## src/rtl/mult_div_unit_if.sv

```systemverilog
`default_nettype none
// ============================================================================
//  Module      : mult_div_unit_if
//  Description : Request / HI-LO bus between the pipeline and the
//                multiply-divide unit.
//  Revision    : 1.0  initial release
// ============================================================================
interface mult_div_unit_if;
  logic        start;   // request a new operation
  logic [1:0]  op;      // 00 mult, 01 multu, 10 div, 11 divu
  logic [31:0] a;       // rs operand
  logic [31:0] b;       // rt operand
  logic        hi_we;   // mthi strobe
  logic        lo_we;   // mtlo strobe
  logic        busy;    // operation in progress
  logic        done;    // one-cycle result pulse
  logic [31:0] hi;      // HI register
  logic [31:0] lo;      // LO register

  modport master (
    output start, op, a, b, hi_we, lo_we,
    input  busy, done, hi, lo
  );

  modport slave (
    input  start, op, a, b, hi_we, lo_we,
    output busy, done, hi, lo
  );
endinterface
`default_nettype wire

```

## src/rtl/mult_div_unit.sv

```systemverilog
`default_nettype none
// ============================================================================
//  Module      : mult_div_unit
//  Description : Iterative 32-bit multiply / divide unit with HI/LO
//                registers. 32 shift-add or restoring-divide steps on
//                operand magnitudes, sign fix-up in a final cycle.
//  Revision    : 1.0  initial release
// ============================================================================
module mult_div_unit (
  input  wire logic          clk,
  input  wire logic          rst,
  mult_div_unit_if.slave     bus
);

  typedef enum logic [1:0] {
    ST_IDLE = 2'd0,
    ST_RUN  = 2'd1,
    ST_FIN  = 2'd2
  } state_t;

  localparam logic [5:0] c_LAST_ITER = 6'd31;

  state_t       r_state;
  state_t       w_next;

  logic [5:0]   r_cnt;
  logic         r_is_div;
  logic [31:0]  r_opnd;     // multiplicand magnitude or divisor magnitude
  logic [64:0]  r_acc;      // mult: {carry, hi, multiplier}; div: {rem, dividend}
  logic [31:0]  r_a;        // original dividend, returned on divide-by-zero
  logic         r_divz;
  logic         r_neg_p;    // negate 64-bit product
  logic         r_neg_q;    // negate quotient
  logic         r_neg_r;    // negate remainder
  logic [31:0]  r_hi;
  logic [31:0]  r_lo;
  logic         r_done;

  // Operand magnitudes; only the signed ops (op[0]==0) look at sign bits
  logic         w_signed;
  logic         w_a_neg;
  logic         w_b_neg;
  logic [31:0]  w_a_mag;
  logic [31:0]  w_b_mag;

  // Iteration datapath
  logic [32:0]  w_msum;
  logic [64:0]  w_mult_next;
  logic [64:0]  w_dshift;
  logic [33:0]  w_dtrial;
  logic [64:0]  w_div_next;

  // Final results after sign fix
  logic [63:0]  w_prod;
  logic [31:0]  w_quot;
  logic [31:0]  w_rem;
  logic [31:0]  w_res_hi;
  logic [31:0]  w_res_lo;

  assign w_signed = ~bus.op[0];
  assign w_a_neg  = w_signed & bus.a[31];
  assign w_b_neg  = w_signed & bus.b[31];
  assign w_a_mag  = w_a_neg ? (~bus.a + 32'd1) : bus.a;
  assign w_b_mag  = w_b_neg ? (~bus.b + 32'd1) : bus.b;

  // Shift-add: add multiplicand into the upper half when the current
  // multiplier bit is set, then shift the whole accumulator right.
  assign w_msum      = r_acc[64:32] + (r_acc[0] ? {1'b0, r_opnd} : 33'd0);
  assign w_mult_next = {1'b0, w_msum, r_acc[31:1]};

  // Restoring divide: shift in the next dividend bit, keep the trial
  // difference only if it did not borrow. The partial remainder needs
  // 33 bits because the divisor may use all 32.
  assign w_dshift   = {r_acc[63:0], 1'b0};
  assign w_dtrial   = {1'b0, w_dshift[64:32]} - {2'b00, r_opnd};
  assign w_div_next = w_dtrial[33] ? w_dshift
                                   : {w_dtrial[32:0], w_dshift[31:1], 1'b1};

  assign w_prod   = r_neg_p ? (~r_acc[63:0] + 64'd1) : r_acc[63:0];
  assign w_quot   = r_neg_q ? (~r_acc[31:0] + 32'd1) : r_acc[31:0];
  assign w_rem    = r_neg_r ? (~r_acc[63:32] + 32'd1) : r_acc[63:32];

  // Result selection, with divide-by-zero overriding the iterated value
  always_comb begin
    w_res_hi = w_prod[63:32];
    w_res_lo = w_prod[31:0];
    if (r_is_div) begin
      if (r_divz) begin
        w_res_hi = r_a;
        w_res_lo = 32'hFFFF_FFFF;
      end else begin
        w_res_hi = w_rem;
        w_res_lo = w_quot;
      end
    end
  end

  // State register
  always_ff @(posedge clk) begin
    if (rst) r_state <= ST_IDLE;
    else     r_state <= w_next;
  end

  // Next-state logic
  always_comb begin
    w_next = r_state;
    case (r_state)
      ST_IDLE: if (bus.start)            w_next = ST_RUN;
      ST_RUN:  if (r_cnt == c_LAST_ITER) w_next = ST_FIN;
      ST_FIN:                            w_next = ST_IDLE;
      default:                           w_next = ST_IDLE;
    endcase
  end

  // Operand capture and per-edge iteration of the working registers
  always_ff @(posedge clk) begin
    if (rst) begin
      r_cnt    <= 6'd0;
      r_is_div <= 1'b0;
      r_opnd   <= 32'd0;
      r_acc    <= 65'd0;
      r_a      <= 32'd0;
      r_divz   <= 1'b0;
      r_neg_p  <= 1'b0;
      r_neg_q  <= 1'b0;
      r_neg_r  <= 1'b0;
    end else begin
      case (r_state)
        ST_IDLE: begin
          if (bus.start) begin
            r_cnt    <= 6'd0;
            r_is_div <= bus.op[1];
            r_opnd   <= bus.op[1] ? w_b_mag : w_a_mag;
            r_acc    <= {33'd0, (bus.op[1] ? w_a_mag : w_b_mag)};
            r_a      <= bus.a;
            r_divz   <= bus.op[1] & (bus.b == 32'd0);
            r_neg_p  <= ~bus.op[1] & (w_a_neg ^ w_b_neg);
            r_neg_q  <=  bus.op[1] & (w_a_neg ^ w_b_neg);
            r_neg_r  <=  bus.op[1] & w_a_neg;
          end
        end
        ST_RUN: begin
          r_cnt <= r_cnt + 6'd1;
          r_acc <= r_is_div ? w_div_next : w_mult_next;
        end
        default: ;
      endcase
    end
  end

  // HI/LO: direct writes only when idle, result write in the final cycle
  always_ff @(posedge clk) begin
    if (rst) begin
      r_hi <= 32'd0;
      r_lo <= 32'd0;
    end else if (r_state == ST_IDLE) begin
      if (bus.hi_we) r_hi <= bus.a;
      if (bus.lo_we) r_lo <= bus.a;
    end else if (r_state == ST_FIN) begin
      r_hi <= w_res_hi;
      r_lo <= w_res_lo;
    end
  end

  // Completion pulse for the cycle after the result write
  always_ff @(posedge clk) begin
    if (rst) r_done <= 1'b0;
    else     r_done <= (r_state == ST_FIN);
  end

  assign bus.busy = (r_state != ST_IDLE);
  assign bus.done = r_done;
  assign bus.hi   = r_hi;
  assign bus.lo   = r_lo;

endmodule
`default_nettype wire

```

## src/flat_wrapper.sv

```systemverilog
// flat-port wrapper written by rule: the top's interface ports become plain ports
module mult_div_unit_flat 
  (clk, rst, bus_start, bus_op, bus_a, bus_b, bus_hi_we, bus_lo_we, bus_busy, bus_done, bus_hi, bus_lo);
  mult_div_unit_if bus_i ();
  input  wire logic clk;
  input  wire logic rst;
  input wire logic [$bits(bus_i.start)-1:0] bus_start;
  input wire logic [$bits(bus_i.op)-1:0] bus_op;
  input wire logic [$bits(bus_i.a)-1:0] bus_a;
  input wire logic [$bits(bus_i.b)-1:0] bus_b;
  input wire logic [$bits(bus_i.hi_we)-1:0] bus_hi_we;
  input wire logic [$bits(bus_i.lo_we)-1:0] bus_lo_we;
  output wire logic [$bits(bus_i.busy)-1:0] bus_busy;
  output wire logic [$bits(bus_i.done)-1:0] bus_done;
  output wire logic [$bits(bus_i.hi)-1:0] bus_hi;
  output wire logic [$bits(bus_i.lo)-1:0] bus_lo;
  assign bus_i.start = bus_start;
  assign bus_i.op = bus_op;
  assign bus_i.a = bus_a;
  assign bus_i.b = bus_b;
  assign bus_i.hi_we = bus_hi_we;
  assign bus_i.lo_we = bus_lo_we;
  assign bus_busy = bus_i.busy;
  assign bus_done = bus_i.done;
  assign bus_hi = bus_i.hi;
  assign bus_lo = bus_i.lo;
  mult_div_unit u_core (.clk(clk), .rst(rst), .bus(bus_i));
endmodule
```

## config.mk

```make
export PLATFORM = sky130hd
export DESIGN_NAME = mult_div_unit_flat
export DESIGN_NICKNAME = d
export VERILOG_FILES = /design/src/rtl/mult_div_unit_if.sv /design/src/rtl/mult_div_unit.sv /design/src/flat_wrapper.sv
export SDC_FILE = /design/constraint.sdc
export NUM_CORES = 1
export LEC_CHECK = 0
export BUFFER_PORTS_ARGS = -buffer_cell sky130_fd_sc_hd__buf_4
export CAP_MARGIN = 40
export CORE_MARGIN = 5
export CORE_UTILIZATION = 47
export CTS_CLUSTER_DIAMETER = 120
export DETAILED_ROUTE_END_ITERATION = 7
export PLACE_DENSITY = 0.74
export SYNTH_ARGS = -nofsm -noshare
export SYNTH_HDL_FRONTEND = slang
export SYNTH_SLANG_ARGS = --single-unit
```

## constraint.sdc

```tcl
create_clock -name clk -period 3.85 [get_ports clk]
set_input_delay 0.1925 -clock clk [delete_from_list [all_inputs] [get_ports clk]]
set_output_delay 0.1925 -clock clk [all_outputs]
set_load 0.02 [all_outputs]
```

**After elaboration in Yosys (flattened, before gate mapping)**

Index checks and enable logic that the tools add are counted.
Widths: inputs -> output; s select.

- Register bits after elaboration: 207
- Input bits: 71
- Output and inout port bits: 66
- Word-level logic and storage cells: 79

- $add $sub $neg: 8
- Eq/ne operators: 7
- Multiplexer cells: 27
- Bitwise logic cells: 14
- Reductions and logical operators: 10

Operators by type and width:

| kind | number |
|---|---|
| $mux 32 | 17 |
| $mux 65 | 3 |
| $pmux 65 s2 | 1 |
| $add 32x1->32 const B | 4 |
| $not 32->32 | 4 |
| $add 64x1->64 const B | 1 |
| $mux 64 | 1 |
| $not 64->64 | 1 |
| $sub 33x32->34 | 1 |
| $add 33x33->33 | 1 |
| $logic_not 32->1 | 1 |
| $pmux 6 s2 | 1 |
| $reduce_and 2->1 | 5 |
| $add 6x1->6 const B | 1 |
| $and 1x1->1 | 6 |
| $eq 6x5->1 const B | 1 |
| $mux 6 | 1 |
| $ne 2x2->1 const B | 3 |
| $reduce_bool 2->1 | 3 |
| $mux 2 | 2 |
| $pmux 2 s2 | 1 |
| $eq 2x1->1 const B | 1 |
| $eq 2x2->1 const B | 1 |
| $logic_not 2->1 | 1 |
| other kinds (3) | 4 |

**Longest topological paths before layout**

Gate-level depths: netlist of the first run.

- Depth after elaboration: 7
- Depth in mapped cells: 14
- Depth with buffers taken out: 13

**Worst setup path after synthesis of the first run**

No wires, ideal clock.

- Path kind: register to register
- From: register u_core.r_acc[0]
- To: register u_core.r_acc[60]
- Setup time: 124 ps
- Arrival: 3,103 ps
- Data required time: 3,726 ps
- Slack: 622 ps
- Stages on the path, launching flop included: 14
- Buffers on the path: 1
- Clock period less this slack: 3,228 ps
- Cell sequence: dfxtp_1 inv_1 clkbuf_1 nor2_1 ha_1 a2111oi_0 o21ai_0 nand3b_1 a21oi_1 or3b_2 a31oi_1 o21ai_0 mux2i_1 a2111o_1

- Cells in the longest elaborated chain, start to end: 4

RTL lines:

| element | RTL line | text |
|---|---|---|
| from (decl) | mult_div_unit.sv:29 | `logic [64:0] r_acc;` |
| from (signal assigned) | mult_div_unit.sv:134 | `r_acc <= {33'd0, (bus.op[1] ? w_a_mag : w_b_mag)};` |
| from (signal assigned) | mult_div_unit.sv:144 | `r_acc <= r_is_div ? w_div_next : w_mult_next;` |
| $mux 32 | mult_div_unit.sv:68 | `assign w_msum = r_acc[64:32] + (r_acc[0] ? {1'b0, r_opnd} : 33'd0);` |
| $add 33x33->33 | mult_div_unit.sv:68 |  |
| $mux 65 | mult_div_unit.sv:144 |  |
| $pmux 65 s2 | mult_div_unit.sv:128 | `case (r_state)` |

No other way between the ends.
A chain may end at the register's enable or synchronous reset.

**Worst setup path after layout of the first run**

- From: register u_core.r_acc[39]
- To: register u_core.r_acc[38]

- Cells in the longest elaborated chain, start to end: 4
- Elaborated cells between the ends (all ways): 5
- Those cells by class: add/sub (2); mux (3)

RTL lines:

| element | RTL line | text |
|---|---|---|
| $sub 33x32->34 | mult_div_unit.sv:75 | `assign w_dtrial = {1'b0, w_dshift[64:32]} - {2'b00, r_opnd};` |
| $mux 65 | mult_div_unit.sv:76 | `assign w_div_next = w_dtrial[33] ? w_dshift` |
| $mux 65 * | mult_div_unit.sv:144 |  |
| $pmux 65 s2 * | mult_div_unit.sv:128 |  |

Mark *: on every way between the ends. The rest lies on a longest branch, timed or not.

==> results.toml, run 1 <==
[power]
leakage_nw = 7.496
power.density_mw_per_mm2 = 360.7
power_mw = 7.054
peakVddDrop_v = 0.0003267

[routing]
ant_nets = 0
wl_per_cell_um = 24.01
routed_wl_mm = 69.21
drtIter0Drc = 2295
drcViolationCount = 4
viasPerCell = 6.500
dr.pass1.iters = 8
vias = 18733

[sta]
worst_slew_pin_slew_ps = 950.3
fin_crit_ps = 3650
hold_slack_ps = 44.19
setup_viol = 0
final_hold_viol_count = 0
tns_ps = 0
finalCritPeriodShare_pct = 94.79
max_freq_ghz = 0.2740
finalClockSkew_ps = 13.50
rsz0062_at_grt = "no"
slew_viol_final = 0
setup_ws_ps = 200.4
timing.max_slew.rel_slack_pct = 36.16

[finish]
fillers = 3404
area_growth_syn_to_layout_pct = 14.94
design.final.nets = 2546
seqCellArea_mm2 = 0.004148
final_util_pct = 54.85
final_area_mm2 = 0.01956
final_cells = 2882
multi_input_area_mm2 = 0.01191
drive_gt1_share_pct = 12.85
diodes = 0

[synthesis]
synth_top_area_share_pct = 24.35
synth-async-reset-ratio_pct = 0
yosysTopAreaCell = "dfxtp_1"
syn_area_mm2 = 0.01702
synth_edf_count = 0
synth_nets = 2471
yosys.area_share.simple_pct = 21.57
synth-compound-area-share_pct = 30.15
seq_area_frac_synth_pct = 24.35
synthAdderAreaFrac_pct = 5.309
synth_xor_xnor_area_share_pct = 8.236
synth_top_family_by_area = "compound AO/OA/AOI/OAI gates"
synthTopCellsByArea = "dfxtp_1 (24%), a21oi_1 (6.8%), nand2_1 (6.3%)"
ys_seq_elements = 207
synth_flop_cell = "dfxtp_1"
syn_avg_cell_area_um2 = 7.306
yosysUniqueCellTypes = 96
synth_warnings = 0
synthCells = 2329
synthMuxAreaShare_pct = 4.412

[floorplan]
die_w_um = 200.3
core_area_mm2 = 0.03566
die-area_mm2 = 0.04011
initial_core_util_pct = 47.72
die_h_um = 200.3
io_pins = 137
num_rows = 69

[hold_path]
hold_path.class = "input pin to register"

[grt]
grt_antenna_before_repair = 0
gr-total-overflow = 0
grt_use_total_pct = 32.32
grt_pass1_wl_mm = 104.2
grt_start_max_net_pins = 78
grt_pass1_vias = 17308

[clocking]
path_clk_slew_ps = 70
htree_levels = 1
postCtsSetupBuffers = 0
cts_buffers = 24
root_buffer = "clkbuf_16"
ctsLongestPathBuffers = 3
cts.sinks = 207
cts_tree = "yes"
clock_latency_ps = 560

[setup_path]
cp_data_required_time_ps = 4350
critPathMaxFanout = 14
critPathLaunchType = "register"
path_class = "register to register"
arrival_ps = 4150
end_kind = "register"

[outcome]
violations = "design-rule violations"
status = "finished, violations left"

[placement]
place_inst = 2812
pre_cts_slack_ps = 297.9
io_buffers = 136
hpwl_mm = 51.41
gp_congestion = 0.9849
place_area_mm2 = 0.01847

[job]
max_cap_violations = 0
[routing by layer]
layer,global-route usage (%),routed length (um),vias up,part of all wire (%)
met5,1.429,80,-,0.12
met4,16.57,4087,2,5.9
met3,7.536,8108,218,12
met2,47.44,28420,1144,41
met1,44.22,28510,8692,41
li1,-,-,8677,-
[path summary, 6_finish.rpt]
path,start,slack (ps),cells past startpoint,endpoint
worst max register to register,u_core.r_acc[39],200,11,u_core.r_acc[38]
worst max-delay path,u_core.r_acc[39],200,11,u_core.r_acc[38]
worst min-delay path,bus_a[14],40,3,u_core.r_a[14]
worst min register to register,u_core.r_opnd[13],450,2,u_core.r_opnd[13]
[synth_stat cells (50+ instances only)]
| cell type | number |
|---|---|
| nand2_1 | 284 |
| nor2_1 | 246 |
| a21oi_1 | 232 |
| dfxtp_1 | 207 |
| o21ai_0 | 144 |
| clkbuf_1 | 139 |
| xnor2_1 | 101 |
| a211oi_1 | 82 |
| ha_1 | 69 |
| inv_1 | 68 |
| mux2i_1 | 66 |
| xor2_1 | 59 |
| a311oi_1 | 50 |
[logic make-up after synthesis]
family | Yosys count
xor gates and xnor gates | 160
DFF | 207
muxes | 74
adders and majority gates | 71
AOI/OAI and AO/OA | 783
buffers and inverters | 255
and+or+nand+nor | 779
[layout make-up]
type,count,area share (%)
clock buffer,32,3.487
clock inverter,11,0.6398
inverter,69,1.324
multi-input combinational,1867,60.88
sequential,207,21.21
tap,461,2.949
timing repair buffer,235,9.514
[registers in the layout, summed over array words and instances, names as in the netlist, 2 cells and up]
name,count
u_core.bus.hi,32
u_core.bus.lo,32
u_core.r_acc,65
u_core.r_state,2
u_core.r_cnt,6
u_core.r_a,32
u_core.r_opnd,32
[placed cells by master (no fill, tap or decap), types with 12 or more instances in the layout]
master	instances
xor2_1	59
a21oi_1	231
xnor2_1	101
clkbuf_16	25
o211ai_1	46
nor4_1	18
o31ai_1	24
or3_1	12
a221oi_1	14
o21ai_0	144
dfxtp_1	206
a21o_1	17
o221ai_1	15
inv_1	68
a31oi_1	30
a211oi_1	82
nand2_1	283
nand2b_1	21
ha_1	69
buf_4	205
a311oi_1	50
nor3_1	48
nand3_1	39
mux2i_1	66
nor2_1	242
nor2b_1	12
dlygate4sd3_1	27
[timing repair]
| action | CTS | global route |
|---|---|---|
| endpoints found under the hold margin | 32 | 0 |
| setup endpoints to repair | 0 | 1 |
| hold buffers | 27 | 0 |
| resized for setup | 0 | 2 |
[worst max-delay path: stages, from the launching register on]
cell,delay (ps)
dfxtp_1,750
ha_1,310
and2_1,180
o2111ai_1,110
o21bai_1,170
nor4b_2,190
nor3_2,370
o21a_1,460
nor2_1,180
buf_4,260
o311ai_0,370
a32o_1,220
[power breakdown]
part / switching (mW) / internal, mW
sequential: 0.169 / 2.30
combinational: 1.37 / 0.790
clock: 1.04 / 1.38
Power figures use the tool's default switching activity.
==> inputs of run 2 (changes only) <==
--- a/config.mk
+++ b/config.mk
@@ -7,6 +7,7 @@
 export LEC_CHECK = 0
 export BUFFER_PORTS_ARGS = -buffer_cell sky130_fd_sc_hd__buf_4
 export CAP_MARGIN = 40
+export CORE_ASPECT_RATIO = 0.75
 export CORE_MARGIN = 5
 export CORE_UTILIZATION = 47
 export CTS_CLUSTER_DIAMETER = 120
==> run 2 against run 1 <==
  * The flow now finishes without violations
  * Global-route usage is 1.1 points higher
  * Clock skew is 3.4 ps higher
  * Non-clock buffer count is 21 higher
  * Cell area is 0.70% higher
  * Critical path type unchanged
==> results.toml, run 2 (synthesized netlist as in run 1, its figures left out) <==
[setup_path]
critPathMaxFanout = 9
cpMostUsedCell = "nor2_1"
critPathLaunchType = "register"
crit_path_max_incr_delay_ps = 690
path_cells = "inv_1 -> ha_1 -> or3b_1 -> nor4_2 -> nand4_1 -> or3_1 -> or2_1 -> a21boi_0 -> nor2_1 -> nor2_1 -> nor3_2"
path_class = "register to register"
crit_path_start = "u_core.r_acc[32]"
end_kind = "register"
arrival_ps = 4020
r2r_start = "u_core.r_acc[32]"
crit_slowest_cell = "nor4_2"
cp_data_required_time_ps = 4260

[placement]
hpwl_mm = 53.24
io_buffers = 136
pre_cts_slack_ps = 352.4
gp_congestion = 1.017

[finish]
drive_gt1_share_pct = 13.20
design.final.nets = 2566
area_growth_syn_to_layout_pct = 15.74
largest_reg_flops = 65
regMostFlops = "u_core.r_acc"
final_util_pct = 54.99
most-common-layout-cells = "nand2_1 (283), nor2_1 (242), a21oi_1 (232)"
diodes = 0
layout_commonest_cell = "nand2_1"

[clocking]
root_buffer = "clkbuf_16"
cts_buffers = 23
cts_resized = 0
ctsLongestPathBuffers = 3
path_clk_slew_ps = 60
cts.sinks = 207
clock_latency_ps = 540
cts_tree = "yes"
htree_levels = 1
postCtsSetupBuffers = 0

[floorplan]
die_w_um = 229.7
core_area_mm2 = 0.03581
io_pins = 137
num_rows = 60
die_h_um = 174.8
initial_core_util_pct = 47.52
die-area_mm2 = 0.04015

[outcome]
status = "completed"

[sta]
rsz0062_at_grt = "no"
tns_ps = 0
slew_viol_final = 0
final_hold_viol_count = 0
finalClockSkew_ps = 16.88
hold_slack_ps = 21.62
finalCritPeriodShare_pct = 93.95
fin_crit_ps = 3617
worst_slew_pin_slew_ps = 883.6
timing.max_slew.rel_slack_pct = 40.64
max_freq_ghz = 0.2765
setup_ws_ps = 232.8
setup_viol = 0

[routing]
routed_wl_mm = 70.74
dr.pass1.iters = 7
wl_per_cell_um = 24.35
vias = 19175
ant_nets = 0
drcViolationCount = 0
viasPerCell = 6.601
drtIter0Drc = 2572

[power]
power.density_mw_per_mm2 = 360.0
peakVddDrop_v = 0.0002783
power_mw = 7.089
leakage_nw = 7.571

[hold_path]
min-delay-start = "bus_a[9]"
hold_path.class = "input pin to register"

[grt]
grt_antenna_before_repair = 1
grt_pass1_vias = 17652
grt_use_total_pct = 33.38
grt_start_max_net_pins = 113
gr-total-overflow = 0
grt_pass1_wl_mm = 107.0

[job]
max_cap_violations = 0
[run 2: changes by cell type in the layout (fill, tap and decap cells not counted), moves of 2 or more]
| cell | before | now |
|---|---|---|
| dlygate4sd3_1 | 27 | 30 |
| clkinv_2 | 5 | 2 |
| nor2_4 | 2 | 4 |
| nor2_2 | 3 | 1 |
| clkbuf_16 | 25 | 23 |
| clkbuf_1 | 4 | 7 |
| buf_4 | 205 | 223 |
[run 2: layer usage]
metal / track usage (%) / vias up / share of wire [%]
met5: 0 / - / 0
met4: 9.136 / 0 / 3.1
met3: 9.974 / 147 / 15
met2: 47.21 / 1261 / 39
met1: 49.07 / 9063 / 43
li1: - / 8704 / -
[run 2: final cells by class]
cell class	count	area, um^2
Tap cell	465	581.8
Inverter	69	259.0
Clock buffer	34	656.9
Timing Repair Buffer	256	2026
Multi-Input combinational cell	1867	11910
Clock inverter	7	115.1
Sequential cell	207	4148
Fill cell	3384	16120
[run 2: timing repair]
item | CTS | global route
setup endpoints to repair | 0 | 0
hold buffers | 30 | 0
hold endpoints to repair | 40 | 0
[run 2: metrics by stage]
step	instances	instance area (um^2)
after floorplan	2329	17020
after global placement	2834	18620
after detailed placement	2834	18620
after CTS	2905	19690
after global routing	2905	19690
final	2905	19690
[run 2: worst max-delay path: cells and delay by family (launching register included)]
kind | cells | cell delay (ps)
buffers and inverters | 1 | 230
flip-flops | 1 | 440
AND/OR/NAND/NOR | 8 | 2410
AO/OA/AOI/OAI | 1 | 210
adder cells (fa/ha/maj) | 1 | 200
[run 2: final timing paths]
kind | end | slack, ps | depth (start not counted)
max | u_core.bus.hi[22] | 230 | 11
min | u_core.r_a[9] | 20 | 3
max reg2reg | u_core.bus.hi[22] | 230 | 11
min reg2reg | u_core.r_opnd[13] | 450 | 2
[run 2: where the power goes]
group	total (mW)	switching [mW]	internal (mW)
clock	2.37	0.988	1.38
combinational	2.26	1.44	0.817
sequential	2.46	0.166	2.30
total	7.09	2.60	4.49
==> inputs of run 3 (changes only) <==
--- a/config.mk
+++ b/config.mk
@@ -13,6 +13,7 @@
 export CTS_CLUSTER_DIAMETER = 120
 export DETAILED_ROUTE_END_ITERATION = 7
 export PLACE_DENSITY = 0.74
+export REMOVE_ABC_BUFFERS = 1
 export SYNTH_ARGS = -nofsm -noshare
 export SYNTH_HDL_FRONTEND = slang
 export SYNTH_SLANG_ARGS = --single-unit
==> run 3 against run 2 <==
  * First-iteration DRC count rose by 0.47%
  * Highest routed layer unchanged
  * Clock-buffer cell count up 2
  * Clock power up 2%
  * Die area unchanged
  * Total power fell by 1.3%
  * Sequential power about the same
  * Non-clock buffer count down 19
  * Sequential share of layout area increased by 0.066 points
  * Critical path depth rose by 2
  * Worst hold slack better by 37 ps
  * Fmax decreased by 0.28%
  * Register-to-register slack barely moved
==> results.toml, run 3 (synthesized netlist as in run 1, its figures left out) <==
[routing]
routed_wl_mm = 62.97
vias = 18841
wl_per_cell_um = 21.82
drcViolationCount = 0
ant_nets = 0
viasPerCell = 6.528
dr.pass1.iters = 6
drtIter0Drc = 2584

[sta]
finalClockSkew_ps = 12.86
finalCritPeriodShare_pct = 94.22
setup_viol = 0
timing.max_slew.rel_slack_pct = 36.15
slew_viol_final = 0
rsz0062_at_grt = "no"
final_hold_viol_count = 0
fin_crit_ps = 3627
hold_slack_ps = 58.79
max_freq_ghz = 0.2757
worst_slew_pin_slew_ps = 949.0

[grt]
grt_antenna_before_repair = 0
gr-total-overflow = 0
busiest_layer = "met2"
grt_pass1_vias = 17314
grt_util_met1_pct = 43.09
globalRouteMet2Util_pct = 45.16
grt_pass1_wl_mm = 97.86
grt_use_total_pct = 29.68
grt_use_met3_pct = 5.101
grt_start_max_net_pins = 95

[hold_path]
min-delay-start = "bus_op[0]"
hold_path.class = "input pin to register"
hold_depth = 4
hold_end = "u_core.r_neg_q"

[finish]
area_growth_syn_to_layout_pct = 15.38
seqCellArea_mm2 = 0.004148
final_area_mm2 = 0.01963
multi_input_area_mm2 = 0.01192
layout_commonest_cell = "nand2_1"
most-common-layout-cells = "nand2_1 (283), nor2_1 (242), a21oi_1 (231)"
design.final.nets = 2548
drive_gt1_share_pct = 12.68
fillers = 3364
final_cells = 2886
largest_reg_flops = 65
regMostFlops = "u_core.r_acc"
diodes = 0

[outcome]
status = "completed"

[floorplan]
core_area_mm2 = 0.03581
initial_core_util_pct = 47.52
num_rows = 60
die-area_mm2 = 0.04015
io_pins = 137
die_h_um = 174.8
die_w_um = 229.7

[power]
power.density_mw_per_mm2 = 356.5
leakage_nw = 7.507
peakVddDrop_v = 0.0002776

[setup_path]
arrival_ps = 4050
r2r_start = "u_core.r_acc[0]"
rr_endpoint = "u_core.r_acc[58]"
reg2regPathDepth = 13
reg2reg_slack_ps = 220
critPathMaxFanout = 25
end_kind = "register"
path_class = "register to register"
critPathLaunchType = "register"
cp_data_required_time_ps = 4270

[clocking]
clock_latency_ps = 540
path_clk_slew_ps = 70
ctsLongestPathBuffers = 3
root_buffer = "clkbuf_16"
cts_tree = "yes"
cts.sinks = 207
cts_buffers = 24
htree_levels = 1

[placement]
place_inst = 2813
hpwl_mm = 45.99
place_area_mm2 = 0.01850
gp_congestion = 0.9674
io_buffers = 136

[job]
max_cap_violations = 0
## run 3: changes by cell type in the layout (fill, tap and decap cells not counted), moves of 2 or more
cell / change
buf_4: -24
dlygate4sd3_1: +2
clkbuf_8: +2
clkbuf_16: +2
clkbuf_1: -2
buf_8: +2
## run 3: report_power, final
part | switching, mW | internal (mW)
Clock | 0.986 | 1.43
Sequential | 0.171 | 2.30
Combinational | 1.31 | 0.804
Total | 2.47 | 4.53
## run 3: layout make-up
type | instances | area share, %
multi-input cells | 1867 | 60.73
clock buffers | 36 | 3.703
inverters | 69 | 1.319
clock inverters | 5 | 0.3952
flip-flops and latches | 207 | 21.13
repair buffers | 237 | 9.758
well taps | 465 | 2.964
## run 3: worst max-delay path, cell delays in order, from the launching register on
cell and delay (ps):
dfxtp_1 330, inv_1 210, buf_4 340, nor2_1 80, ha_1 370, o211ai_1 110, nor3_1 300, nand3b_1 260
a21oi_2 320, o21bai_1 160, a2111oi_1 460, mux2_2 380, nor2_1 90, o21ai_0 80
## run 3: worst max-delay path by stage
stage / to / start / depth (start not counted) / slack, ps
finish: u_core.r_acc[58] / u_core.r_acc[0] / 13 / 220
CTS: u_core.r_acc[58] / u_core.r_acc[0] / 13 / 200
global placement: u_core.r_acc[60] / u_core.r_acc[31] / 13 / 310
detailed placement: u_core.r_acc[60] / u_core.r_acc[31] / 13 / 230
floorplan: u_core.r_acc[62] / u_core.r_state[0] / 8 / -2510
global route: u_core.r_acc[60] / u_core.r_acc[0] / 13 / 10
## run 3: what timing repair did
| item | CTS | global route |
|---|---|---|
| resized for setup | 0 | 3 |
| endpoints found under the setup margin | 0 | 2 |
| hold endpoints to repair | 46 | 0 |
| setup buffers | 0 | 0 |
| hold buffers | 32 | 0 |
## run 3: per-stage QoR
step | TNS, ps | power [mW] | util [%] | setup slack, ps
finish | 0 | 6.999 | 54.82 | 222.7
global route | 0 | 7.280 | 54.82 | 12.03
CTS | 0 | 6.948 | 54.79 | 199.1
detailed placement | 0 | 4.532 | 51.65 | 227.7
global placement | 0 | 4.491 | 51.57 | 311.2
floorplan | -280960 | 3.760 | - | -2509
## run 3: layer usage
| layer | part of all wire [%] | up-vias |
|---|---|---|
| met5 | 0 | - |
| met4 | 3.4 | 0 |
| met3 | 10 | 141 |
| met2 | 43 | 1046 |
| met1 | 44 | 8994 |
| li1 | - | 8660 |
